<file path="src/rtl/alu_pkg.sv">
// Shared widths, ALU function codes and sequencer state encoding for the ALU issue stage.
package alu_pkg;

  localparam int DEF_WIDTH = 32;
  localparam int DEF_NREGS = 8;
  localparam int DEF_FW    = 4;
  localparam int DEF_ZW    = 4;

  localparam logic [3:0] ALU_ADD = 4'd0;
  localparam logic [3:0] ALU_SUB = 4'd1;
  localparam logic [3:0] ALU_AND = 4'd2;
  localparam logic [3:0] ALU_OR  = 4'd3;
  localparam logic [3:0] ALU_XOR = 4'd4;
  localparam logic [3:0] ALU_SLT = 4'd5;
  localparam logic [3:0] ALU_SLL = 4'd6;
  localparam logic [3:0] ALU_SRL = 4'd7;

  typedef enum logic [1:0] {
    IDLE = 2'd0,
    EXEC = 2'd1,
    RESP = 2'd2
  } state_t;

endpackage

</file>
<file path="src/rtl/alu_regfile.sv">
// Operand register file: two async read ports, writeback port beats host port on a shared target.
// Entry 0 is never written and always reads as zero.
module alu_regfile #(
  parameter int WIDTH = 32,
  parameter int NREGS = 8,
  parameter int AW    = $clog2(NREGS)
) (
  input  logic             clk,
  input  logic             reset,
  input  logic [AW-1:0]    ra1,
  input  logic [AW-1:0]    ra2,
  output logic [WIDTH-1:0] rd1,
  output logic [WIDTH-1:0] rd2,
  input  logic             wb_en,
  input  logic [AW-1:0]    wb_addr,
  input  logic [WIDTH-1:0] wb_data,
  input  logic             host_en,
  input  logic [AW-1:0]    host_addr,
  input  logic [WIDTH-1:0] host_data
);

  logic [WIDTH-1:0] mem [NREGS];

  always_ff @(posedge clk) begin
    if (!reset) begin
      for (int i = 0; i < NREGS; i++) mem[i] <= '0;
    end else begin
      // Both ports may land on the same edge at different entries; only a shared target is arbitrated.
      for (int i = 1; i < NREGS; i++) begin
        if (wb_en && wb_addr == AW'(i))
          mem[i] <= wb_data;
        else if (host_en && host_addr == AW'(i))
          mem[i] <= host_data;
      end
    end
  end

  assign rd1 = (ra1 == '0) ? '0 : mem[ra1];
  assign rd2 = (ra2 == '0) ? '0 : mem[ra2];

endmodule

</file>
<file path="src/rtl/alu_operand_sequencer.sv">
// Issue stage for an external combinational ALU: IDLE accepts a command, EXEC lets the ALU settle
// and writes back, RESP holds the result until consumed. No overlap, so at least 3 cycles per command.
module alu_operand_sequencer
  import alu_pkg::*;
#(
  parameter int WIDTH = DEF_WIDTH,
  parameter int NREGS = DEF_NREGS,
  parameter int FW    = DEF_FW,
  parameter int ZW    = DEF_ZW
) (
  input  logic                     clk,
  input  logic                     reset,
  input  logic                     cmd_valid,
  output logic                     cmd_ready,
  input  logic [FW-1:0]            cmd_f,
  input  logic [$clog2(NREGS)-1:0] cmd_rs1,
  input  logic [$clog2(NREGS)-1:0] cmd_rs2,
  input  logic                     cmd_imm_sel,
  input  logic [WIDTH-1:0]         cmd_imm,
  input  logic [$clog2(NREGS)-1:0] cmd_rd,
  input  logic                     wr_en,
  input  logic [$clog2(NREGS)-1:0] wr_addr,
  input  logic [WIDTH-1:0]         wr_data,
  output logic [WIDTH-1:0]         alu_a,
  output logic [WIDTH-1:0]         alu_b,
  output logic [FW-1:0]            alu_f,
  input  logic [WIDTH-1:0]         alu_y,
  input  logic [ZW-1:0]            alu_zero,
  output logic                     res_valid,
  input  logic                     res_ready,
  output logic [WIDTH-1:0]         res_y,
  output logic [ZW-1:0]            res_zero,
  output logic [$clog2(NREGS)-1:0] res_rd
);

  localparam int AW = $clog2(NREGS);

  state_t           state;
  logic [AW-1:0]    rd_q;
  logic [WIDTH-1:0] rf_a;
  logic [WIDTH-1:0] rf_b;

  assign cmd_ready = (state == IDLE);
  assign res_valid = (state == RESP);

  // Operands are read at the accept edge with no bypass from a concurrent host write.
  alu_regfile #(
    .WIDTH (WIDTH),
    .NREGS (NREGS),
    .AW    (AW)
  ) u_regfile (
    .clk       (clk),
    .reset     (reset),
    .ra1       (cmd_rs1),
    .ra2       (cmd_rs2),
    .rd1       (rf_a),
    .rd2       (rf_b),
    .wb_en     (state == EXEC),
    .wb_addr   (rd_q),
    .wb_data   (alu_y),
    .host_en   (wr_en),
    .host_addr (wr_addr),
    .host_data (wr_data)
  );

  always_ff @(posedge clk) begin
    if (!reset) begin
      state    <= IDLE;
      alu_a    <= '0;
      alu_b    <= '0;
      alu_f    <= '0;
      rd_q     <= '0;
      res_y    <= '0;
      res_zero <= '0;
      res_rd   <= '0;
    end else begin
      case (state)
        IDLE: begin
          if (cmd_valid) begin
            alu_a <= rf_a;
            alu_b <= cmd_imm_sel ? cmd_imm : rf_b;
            alu_f <= cmd_f;
            rd_q  <= cmd_rd;
            state <= EXEC;
          end
        end
        EXEC: begin
          res_y    <= alu_y;
          res_zero <= alu_zero;
          res_rd   <= rd_q;
          state    <= RESP;
        end
        RESP: begin
          if (res_ready) state <= IDLE;
        end
        default: state <= IDLE;
      endcase
    end
  end

endmodule

</file>
<file path="config.mk">
export PLATFORM = sky130hd
export DESIGN_NAME = alu_operand_sequencer
export DESIGN_NICKNAME = d
export VERILOG_FILES = /design/src/rtl/alu_pkg.sv /design/src/rtl/alu_regfile.sv /design/src/rtl/alu_operand_sequencer.sv
export SDC_FILE = /design/constraint.sdc
export NUM_CORES = 1
export LEC_CHECK = 0
export BUFFER_PORTS_ARGS = -buffer_cell sky130_fd_sc_hd__buf_2
export CORE_MARGIN = 1.5
export CORE_UTILIZATION = 60
export DETAILED_ROUTE_END_ITERATION = 10
export PLACE_DENSITY = 0.89
export SYNTH_ARGS = -nofsm -noshare
export SYNTH_HDL_FRONTEND = slang
export SYNTH_SLANG_ARGS = --single-unit
</file>
<file path="constraint.sdc">
create_clock -name clk -period 6.8 [get_ports clk]
set_clock_uncertainty 0.1 [all_clocks]
set_input_delay 0.68 -clock clk [delete_from_list [all_inputs] [get_ports clk]]
set_output_delay 0.68 -clock clk [all_outputs]
set_load 0.03 [all_outputs]
</file>
==> summary.txt, run 1 <==
Synth top area cells = edfxtp_1 (40%), dfxtp_1 (13%), a22o_1 (13%)
PwrDens = 265 nW/um2
Antenna violations before repair = 3
Gp weighted congestion = 0.814
Rows = 61
Syn avg cell area = 12.3 um2
First-pass GRT wire length = 79,800 um
Global route total overflow = 0
Final setup margin = 3.31 ns
Max-slew headroom = 4.71%
Total CTS buffers = 36
Status = finished clean
Reg2reg setup slack = 3.31 ns
CTS tree = yes
RSZ-0062 raised after global routing = no
Layout cells sized above 1 = 28.2%
Synth warn = 0
Clk slew on worst S/H paths = 0.07 ns
Largest stage delay on the critical path = 1.00 ns
Period Utilization, post-route = 51.4%
Crit-path cells = nand2b_2 -> nor3_1 -> nor3_4 -> buf_4 -> a22o_1
H-tree depth = 2
Final layout net count = 1,612
Setup Slack @ Placement = 2.95 ns
Clock Tree Buf Depth = 3
Worst setup EP type = register
I/O pins = 231
Yosys reg bits = 336
Critical path class = reg -> reg
Antenna-violating nets left = 0
CP arrival = 3.78 ns
Via count normalized by instance count = 7.40
First-iteration detailed-routing DRC count = 1,959
Area growth syn-to-layout = 13.2%
Max_cap viols = 0
Postcts setup bufs = 0
Area share of the largest cell type after synthesis = 39.7%
WL per Instance = 28.2 um
Filler Cell Count = 1,916
Least-Margin Pin Slew = 1.43 ns
Hold Fails Final Rpt = 0
Sequential area share after synthesis = 52.9%
Setup TNS = 0 ns
Asr flop ratio synth = 0%
DR pass1 iterations = 6
Vias in the first global route = 14,100
Clk sinks = 336
Vias = 14,100
Syn Inst Count = 1,376
HPWL after DPL = 31,200 um
Largest net degree at the start of global routing = 66
Synth top cells by count = a22o_1 (249), edfxtp_1 (224), nand2_1 (157)
Mapped Area = 17,000 um2
Worst EP required = 7.09 ns
Core ar. = 27,800 um2
Die Width = 171 um
Top-count cell post-synth = a22o_1
Worst path slowest cell = nand2b_2
Synth unique cells = 48
Hold WS = 0.287 ns
Fmax = 286 MHz
PostCTS Resize Cnt = 0
Chip height = 171 um
Root Buffer = clkbuf_16
Ys flop type = edfxtp_1
Total power = 5.09 mW
Lkg Pwr = 7.63 nW
DRC errors left = 0
Final min period = 3.49 ns
CTS hold repair buffers = 0
Clock Latency Late Sink = 0.53 ns
CP Launch Type = register
Total Routing Usage GR = 36.3%
EDFF count, synth = 224
Initial Util = 61.1%
Max IR drop VDD = 0.225 mV
Synth Net Count = 1,498
Total Wirelength = 53,600 um
Final slew viol count = 0
Count of final setup violators = 0
Tightest Hold Check Type = in -> reg
Buffers on Ports = 230
Max FO, Critical Path = 44
Die area = 29,300 um2
Area leader, netlist = edfxtp_1
flip-flops by register name, indices dropped and copies added, names as in the netlist:
register	cells
u_regfile.mem	224
alu_a	32
alu_b	32
res_y	32
alu_f	4
res_zero	4
rd_q	3
res_rd	3
state	2
area by class of cell:
cell class | count | area [um2] | area share [%]
clock buffer | 48 | 1010 | 5.25
antenna | 3 | 7.51 | 0.0391
clock inverter | 18 | 164 | 0.854
multi-input combinational | 863 | 7270 | 37.9
sequential | 336 | 8970 | 46.7
timing repair buffer | 249 | 1300 | 6.76
inverter | 4 | 15.0 | 0.0782
tap | 378 | 473 | 2.46
cells by family (layout without fill, tap and decap cells):
kind of cell / count (synthesis) / in the layout / share of synthesized area (%)
buffers and inverters: 177 / 319 / 5.06
muxes: 154 / 154 / 12.3
other: 0 / 3 / 0
and+or+nand+nor: 238 / 238 / 6.70
AOI/OAI and AO/OA: 471 / 471 / 23.0
DFF: 336 / 336 / 52.9
stage by stage:
| step | instance area [um2] | utilization [%] | instances |
|---|---|---|---|
| floorplan | 17000 | - | 1376 |
| global route | 19200 | 69.1 | 1899 |
| CTS | 19200 | 69.1 | 1896 |
| detailed placement | 18000 | 64.9 | 1830 |
| finish | 19200 | 69.1 | 1899 |
| global placement | 18000 | 64.9 | 1830 |
critical path, delay by kind of cell (launching register included):
kind                   cells  cell delay, ns
AOI/OAI and AO/OA          1            0.23
and+or+nand+nor            3            2.05
buffers and inverters      1            0.44
DFF                        1            0.53
path summary, 6_finish.rpt:
check                           depth (start not counted)       from                    to
worst max-delay path                                    5   state[1]  u_regfile.mem[5][30]
worst min-delay path                                    3  cmd_rd[1]               rd_q[1]
worst max register to register                          5   state[1]  u_regfile.mem[5][30]
worst min register to register                          2   alu_f[3]              alu_f[3]
placed cells by master (no fill, tap or decap), types with 10 or more instances in the layout:
| cell | netlist | routed |
|---|---|---|
| a21oi_1 | 60 | 59 |
| a221oi_1 | 62 | 62 |
| a22o_1 | 249 | 249 |
| buf_2 | 32 | 228 |
| buf_4 | 29 | 21 |
| clkbuf_16 | 0 | 37 |
| dfxtp_1 | 112 | 112 |
| edfxtp_1 | 224 | 224 |
| mux2_2 | 62 | 62 |
| mux2i_1 | 54 | 54 |
| mux4_2 | 38 | 38 |
| nand2_1 | 157 | 153 |
| nor2b_1 | 43 | 39 |
| o211a_1 | 24 | 24 |
| o311ai_0 | 14 | 14 |
| o311ai_1 | 10 | 10 |
| o32ai_1 | 37 | 37 |
power by group:
group | switching [mW] | total, mW | internal, mW
Clock | 0.822 | 1.98 | 1.16
Sequential | 0.0776 | 2.39 | 2.32
Combinational | 0.464 | 0.714 | 0.251
Total | 1.36 | 5.09 | 3.72
per-layer routing:
layer | wire (um) | vias up | GRT usage [%] | share of wire (%)
li1 | - | 5731 | - | -
met1 | 19000 | 6816 | 46.0 | 35
met2 | 25000 | 1276 | 57.8 | 47
met3 | 7140 | 227 | 9.11 | 13
met4 | 2400 | 0 | 19.0 | 4.5
met5 | 0 | - | 0 | 0
No activity file was read; power rests on OpenSTA's default activity.
==> run 2: changes to the inputs <==
--- a/config.mk
+++ b/config.mk
@@ -7,9 +7,9 @@
 export LEC_CHECK = 0
 export BUFFER_PORTS_ARGS = -buffer_cell sky130_fd_sc_hd__buf_2
 export CORE_MARGIN = 1.5
-export CORE_UTILIZATION = 60
+export CORE_UTILIZATION = 58
 export DETAILED_ROUTE_END_ITERATION = 10
-export PLACE_DENSITY = 0.89
+export PLACE_DENSITY = 0.86
 export SYNTH_ARGS = -nofsm -noshare
 export SYNTH_HDL_FRONTEND = slang
 export SYNTH_SLANG_ARGS = --single-unit
==> constraint.sdc (replaced) <==
create_clock -name clk -period 3.66 [get_ports clk]
set_clock_uncertainty 0.1 [all_clocks]
set_input_delay 0.366 -clock clk [delete_from_list [all_inputs] [get_ports clk]]
set_output_delay 0.366 -clock clk [all_outputs]
set_load 0.03 [all_outputs]
==> run 2 against run 1 <==
Clock power rose by 84%. Wire length rose by 1.0%. Non-clock buffer count rose by 39. Maximum frequency rose by 28%. Critical path type unchanged.
==> summary.txt, run 2 (synthesized netlist as in run 1, its figures left out) <==
Post-route design area = 19,600 um2 (+2.0%)
Total Routing Usage GR = 34.9% (-1.4 points)
Setup TNS = 0 ns (unchanged)
Final slew viol count = 0 (unchanged)
Filler Cell Count = 2,002 (+4.5%)
RSZ-0062 raised after global routing = no
Lkg Pwr = 7.84 nW (+2.8%)
Antenna violations before repair = 2 (-1)
Worst hold stages = 3 (unchanged)
Total Wirelength = 54,100 um (+1.0%)
WL per Instance = 27.9 um (-1.2%)
Commonest non-fill, non-tap cells in the layout = a22o_1 (249), buf_2 (228), edfxtp_1 (224), nand2_1 (153), dfxtp_1 (112)
Max-slew headroom = 6.51% (+1.8 points)
Post-Route Utilization = 68.1% (-1.0 points)
Global route total overflow = 0 (unchanged)
First-pass GRT wire length = 80,800 um (+1.3%)
H-tree depth = 2 (unchanged)
Commonest non-fill, non-tap cell in the layout = a22o_1
Fmax = 366 MHz (+28%)
Critical path class = reg -> reg
HPWL after DPL = 32,400 um (+3.9%)
Clk sinks = 336 (unchanged)
Clock Latency Late Sink = 0.53 ns (about the same)
Setup crit start = rd_q[1]
Tightest Hold Check Type = in -> reg
DRC errors left = 0 (unchanged)
Total CTS buffers = 36 (unchanged)
Period Utilization, post-route = 74.6% (+23 points)
Largest net degree at the start of global routing = 97 (+47%)
Hold WS = 0.000779 ns (-0.286 ns)
Layout cells sized above 1 = 29.2% (+1.0 points)
Worst reg2reg endpoint = u_regfile.mem[2][20]
Max IR drop VDD = 0.350 mV (+56%)
First-iteration detailed-routing DRC count = 1,786 (-8.8%)
Status = finished clean
Rows = 62 (+1.6%)
FF-to-FF path depth = 5 (unchanged)
PostCTS Resize Cnt = 0 (unchanged)
Via count normalized by instance count = 7.23 (-2.3%)
Initial Util = 58.9% (-2.1 points)
Vias in the first global route = 14,200 (+0.72%)
Final layout net count = 1,651 (+2.4%)
Reg2Reg Launch Point = rd_q[1]
Worst setup EP type = register
Placed cell areas = 18,300 um2 (+1.6%)
Count of final setup violators = 0 (unchanged)
Core ar. = 28,800 um2 (+3.6%)
Die area = 30,300 um2 (+3.4%)
Reg2reg setup slack = 0.93 ns (-2.38 ns)
CTS tree = yes
DR pass1 iterations = 6 (unchanged)
Total power = 9.45 mW (+86%)
Max FO, Critical Path = 24 (-45%)
Chip height = 174 um (+1.7%)
Antenna-violating nets left = 0 (unchanged)
CP Launch Type = register
Buffers on Ports = 230 (unchanged)
Biggest register = u_regfile.mem
Max_cap viols = 0 (unchanged)
Worst path slowest cell = dfxtp_1
Root Buffer = clkbuf_16
Largest stage delay on the critical path = 0.75 ns (-0.25 ns)
Clk slew on worst S/H paths = 0.06 ns (about the same)
Postcts setup bufs = 0 (unchanged)
Worst EP required = 3.83 ns (-3.26 ns)
Largest register FFs = 224 (unchanged)
CP arrival = 2.90 ns (-0.88 ns)
Crit-path cells = nand3b_4 -> or3_1 -> and3b_1 -> buf_4 -> a22o_1
Hold Fails Final Rpt = 0 (unchanged)
Area growth syn-to-layout = 15.5%
PwrDens = 482 nW/um2 (+82%)
Clock Tree Buf Depth = 3 (unchanged)
Least-Margin Pin Slew = 1.40 ns (-0.0322 ns)
Hold endpoint = rd_q[1]
Worst Hold Launch = cmd_rd[1]
Vias = 14,000 (-0.071%)
Die Width = 174 um (+1.7%)
Gp weighted congestion = 0.856 (+5.2%)
Final min period = 2.73 ns (-0.761 ns)
I/O pins = 231 (unchanged)
[run 2: how the worst max path moves through the flow]
| stage | to | cells after the start |
|---|---|---|
| after floorplan | u_regfile.mem[6][0] | 2 |
| after global placement | u_regfile.mem[1][22] | 6 |
| after detailed placement | u_regfile.mem[3][17] | 4 |
| after CTS | u_regfile.mem[2][0] | 5 |
| after global routing | u_regfile.mem[2][16] | 5 |
| final | u_regfile.mem[2][20] | 5 |
[run 2: power breakdown]
group / switching, mW / total [mW] / internal [mW]
combinational: 0.870 / 1.36 / 0.491
sequential: 0.143 / 4.45 / 4.30
clock: 1.51 / 3.65 / 2.14
total: 2.52 / 9.45 / 6.93
[run 2: cell type report]
class,instances,area (um2),area share [%]
Timing Repair Buffer,288,1690,8.65
Tap cell,384,480,2.45
Antenna cell,2,5.00,0.0255
Clock inverter,22,221,1.13
Sequential cell,336,8970,45.8
Inverter,4,15.0,0.0766
Multi-Input combinational cell,863,7260,37.1
Clock buffer,43,947,4.83
[run 2: critical path: cells and delay by family, from the launching register on]
family | cells | cell delay, ns
AOI/OAI and AO/OA | 1 | 0.28
buffers and inverters | 1 | 0.33
DFF | 1 | 0.75
and+or+nand+nor | 3 | 1.00
[run 2: timing repair]
item                                    CTS  global route
hold buffers                             11             0
hold endpoints to repair                 11             0
endpoints found under the setup margin    0             0
[run 2: routing by layer]
layer / wire (um) / up-vias / track usage (%)
li1: - / 5822 / -
met1: 18600 / 6711 / 43.5
met2: 25400 / 1268 / 56.2
met3: 7550 / 239 / 8.53
met4: 2660 / 0 / 19.3
met5: 0 / - / 0
[run 2: metrics by stage]
step	cells	setup slack, ns
floorplan	1376	0.235
global placement	1864	1.05
CTS	1940	0.984
global route	1942	0.844
finish	1942	0.928
detailed placement	1864	0.970
==> run 3: changes to the inputs <==
--- a/config.mk
+++ b/config.mk
@@ -7,9 +7,9 @@
 export LEC_CHECK = 0
 export BUFFER_PORTS_ARGS = -buffer_cell sky130_fd_sc_hd__buf_2
 export CORE_MARGIN = 1.5
-export CORE_UTILIZATION = 58
+export CORE_UTILIZATION = 53
 export DETAILED_ROUTE_END_ITERATION = 10
-export PLACE_DENSITY = 0.86
+export PLACE_DENSITY = 0.83
 export SYNTH_ARGS = -nofsm -noshare
 export SYNTH_HDL_FRONTEND = slang
 export SYNTH_SLANG_ARGS = --single-unit
==> constraint.sdc (replaced) <==
create_clock -name clk -period 2.46 [get_ports clk]
set_clock_uncertainty 0.1 [all_clocks]
set_input_delay 0.246 -clock clk [delete_from_list [all_inputs] [get_ports clk]]
set_output_delay 0.246 -clock clk [all_outputs]
set_load 0.03 [all_outputs]
==> run 3 against run 2 <==
Critical path depth is 1 higher. Flip-flop and latch count stayed put. Non-clock buffer count is 73 higher. Core utilization is 3.4 points lower.
==> summary.txt, run 3 (synthesized netlist as in run 1, its figures left out) <==
Hold Fails Final Rpt = 0 (unchanged)
Worst EP required = 2.75 ns (-1.08 ns)
Vias in the first global route = 14,400 (+1.6%)
Post-route design area = 20,400 um2 (+4.2%)
Worst setup EP type = register
RSZ-0062 raised after global routing = no
Clock Tree Buf Depth = 3 (unchanged)
Cells after DPL = 1,906 (+2.3%)
Non-filler cells, final = 2,034 (+4.7%)
Status = finished clean
Hold WS = 0.00572 ns (+0.00494 ns)
Period Utilization, post-route = 98.7% (+24 points)
Total Routing Usage GR = 32.3% (-2.7 points)
Biggest register = u_regfile.mem
Largest register FFs = 224 (unchanged)
FF-to-FF path depth = 6 (+1)
Vias = 14,200 (+1.3%)
Fmax = 412 MHz (+12%)
Placed cell areas = 18,600 um2 (+1.7%)
Via count normalized by instance count = 6.99 (-3.3%)
Max IR drop VDD = 0.562 mV (+61%)
Max-slew headroom = 30.0% (+24 points)
Least-Margin Pin Slew = 1.05 ns (-0.350 ns)
CP arrival = 2.72 ns (-0.18 ns)
Total CTS buffers = 36 (unchanged)
Commonest non-fill, non-tap cells in the layout = a22o_1 (249), buf_2 (228), edfxtp_1 (224), nand2_1 (154), dfxtp_1 (112)
Chip height = 182 um (+4.5%)
PostCTS Resize Cnt = 0 (unchanged)
DR pass1 iterations = 6 (unchanged)
Final min period = 2.43 ns (-0.303 ns)
Initial Util = 53.8% (-5.2 points)
Max FO, Critical Path = 22 (-8.3%)
Core ar. = 31,600 um2 (+9.6%)
Area growth syn-to-layout = 20.4%
Largest net degree at the start of global routing = 97 (unchanged)
Root Buffer = clkbuf_16
Clk slew on worst S/H paths = 0.06 ns (about the same)
Commonest non-fill, non-tap cell in the layout = a22o_1
Rows = 65 (+4.8%)
Clk sinks = 336 (unchanged)
First-iteration detailed-routing DRC count = 1,781 (-0.28%)
Count of final setup violators = 0 (unchanged)
Critical path class = reg -> reg
WL per Instance = 27.1 um (-2.9%)
Tightest Hold Check Type = in -> reg
Global route total overflow = 0 (unchanged)
H-tree depth = 2 (unchanged)
Max_cap viols = 0 (unchanged)
Total Wirelength = 55,000 um (+1.7%)
Gp weighted congestion = 0.896 (+4.6%)
CTS tree = yes
Post-Route Utilization = 64.7% (-3.4 points)
PwrDens = 699 nW/um2 (+45%)
First-pass GRT wire length = 81,300 um (+0.60%)
Die area = 33,100 um2 (+9.3%)
Antenna-violating nets left = 0 (unchanged)
Worst hold stages = 4 (+1)
Final slew viol count = 0 (unchanged)
Lkg Pwr = 8.22 nW (+4.9%)
I/O pins = 231 (unchanged)
Clock Latency Late Sink = 0.52 ns (about the same)
Layout cells sized above 1 = 29.6% (+0.35 points)
CP Launch Type = register
Antenna violations before repair = 7 (+5)
Final layout net count = 1,724 (+4.4%)
Die Width = 182 um (+4.5%)
Buffers on Ports = 230 (unchanged)
HPWL after DPL = 33,800 um (+4.5%)
DRC errors left = 0 (unchanged)
## run 3: metal layers
layer  global-route usage [%]  wire length [um]  vias up
met5                        0                55        -
met3                     7.98              6810      224
li1                         -                 -     5967
met2                     53.0             26100     1143
met4                     16.5              2560        8
met1                     39.8             19500     6882
## run 3: layout make-up
| class | count | area (um2) |
|---|---|---|
| fillers | 2263 | 11100 |
| flip-flops and latches | 336 | 8970 |
| multi-input cells | 863 | 7270 |
| repair buffers | 361 | 2460 |
| clock buffers | 53 | 1040 |
| well taps | 402 | 503 |
| clock inverters | 12 | 166 |
| inverters | 4 | 15.0 |
| diodes | 3 | 7.51 |
## run 3: repair_timing
action,4_1_cts,5_1_grt
hold buffers,60,0
endpoints found under the setup margin,0,0
endpoints found under the hold margin,60,0
setup buffers,0,0
## run 3: power breakdown
part	internal (mW)	switching, mW
logic	0.833	1.32
clock network	3.35	2.19
registers	6.40	0.196
## run 3: worst max-delay path, stage by stage (launching register included)
cell	delay (ns)
dfxtp_1	0.36
nand2_1	0.23
nor3_1	0.09
buf_4	0.15
nor3_4	0.66
buf_4	0.49
a22o_1	0.20
## run 3: worst paths after layout
check / start / end / slack [ns]
setup reg to reg: rd_q[2] / u_regfile.mem[5][6] / 0.03
hold reg to reg: res_y[21] / res_y[21] / 0.35
setup / recovery: rd_q[2] / u_regfile.mem[5][6] / 0.03
hold / removal: cmd_imm[17] / alu_b[17] / 0.006
## run 3: stage by stage
stage	total power, mW	setup slack (ns)	setup TNS (ns)
final	14.3	0.0312	0
after detailed placement	8.72	0.116	0
after global placement	8.65	0.198	0
after global routing	14.6	0.0366	0
after floorplan	7.95	-0.116	-7.26
after CTS	14.2	0.114	0
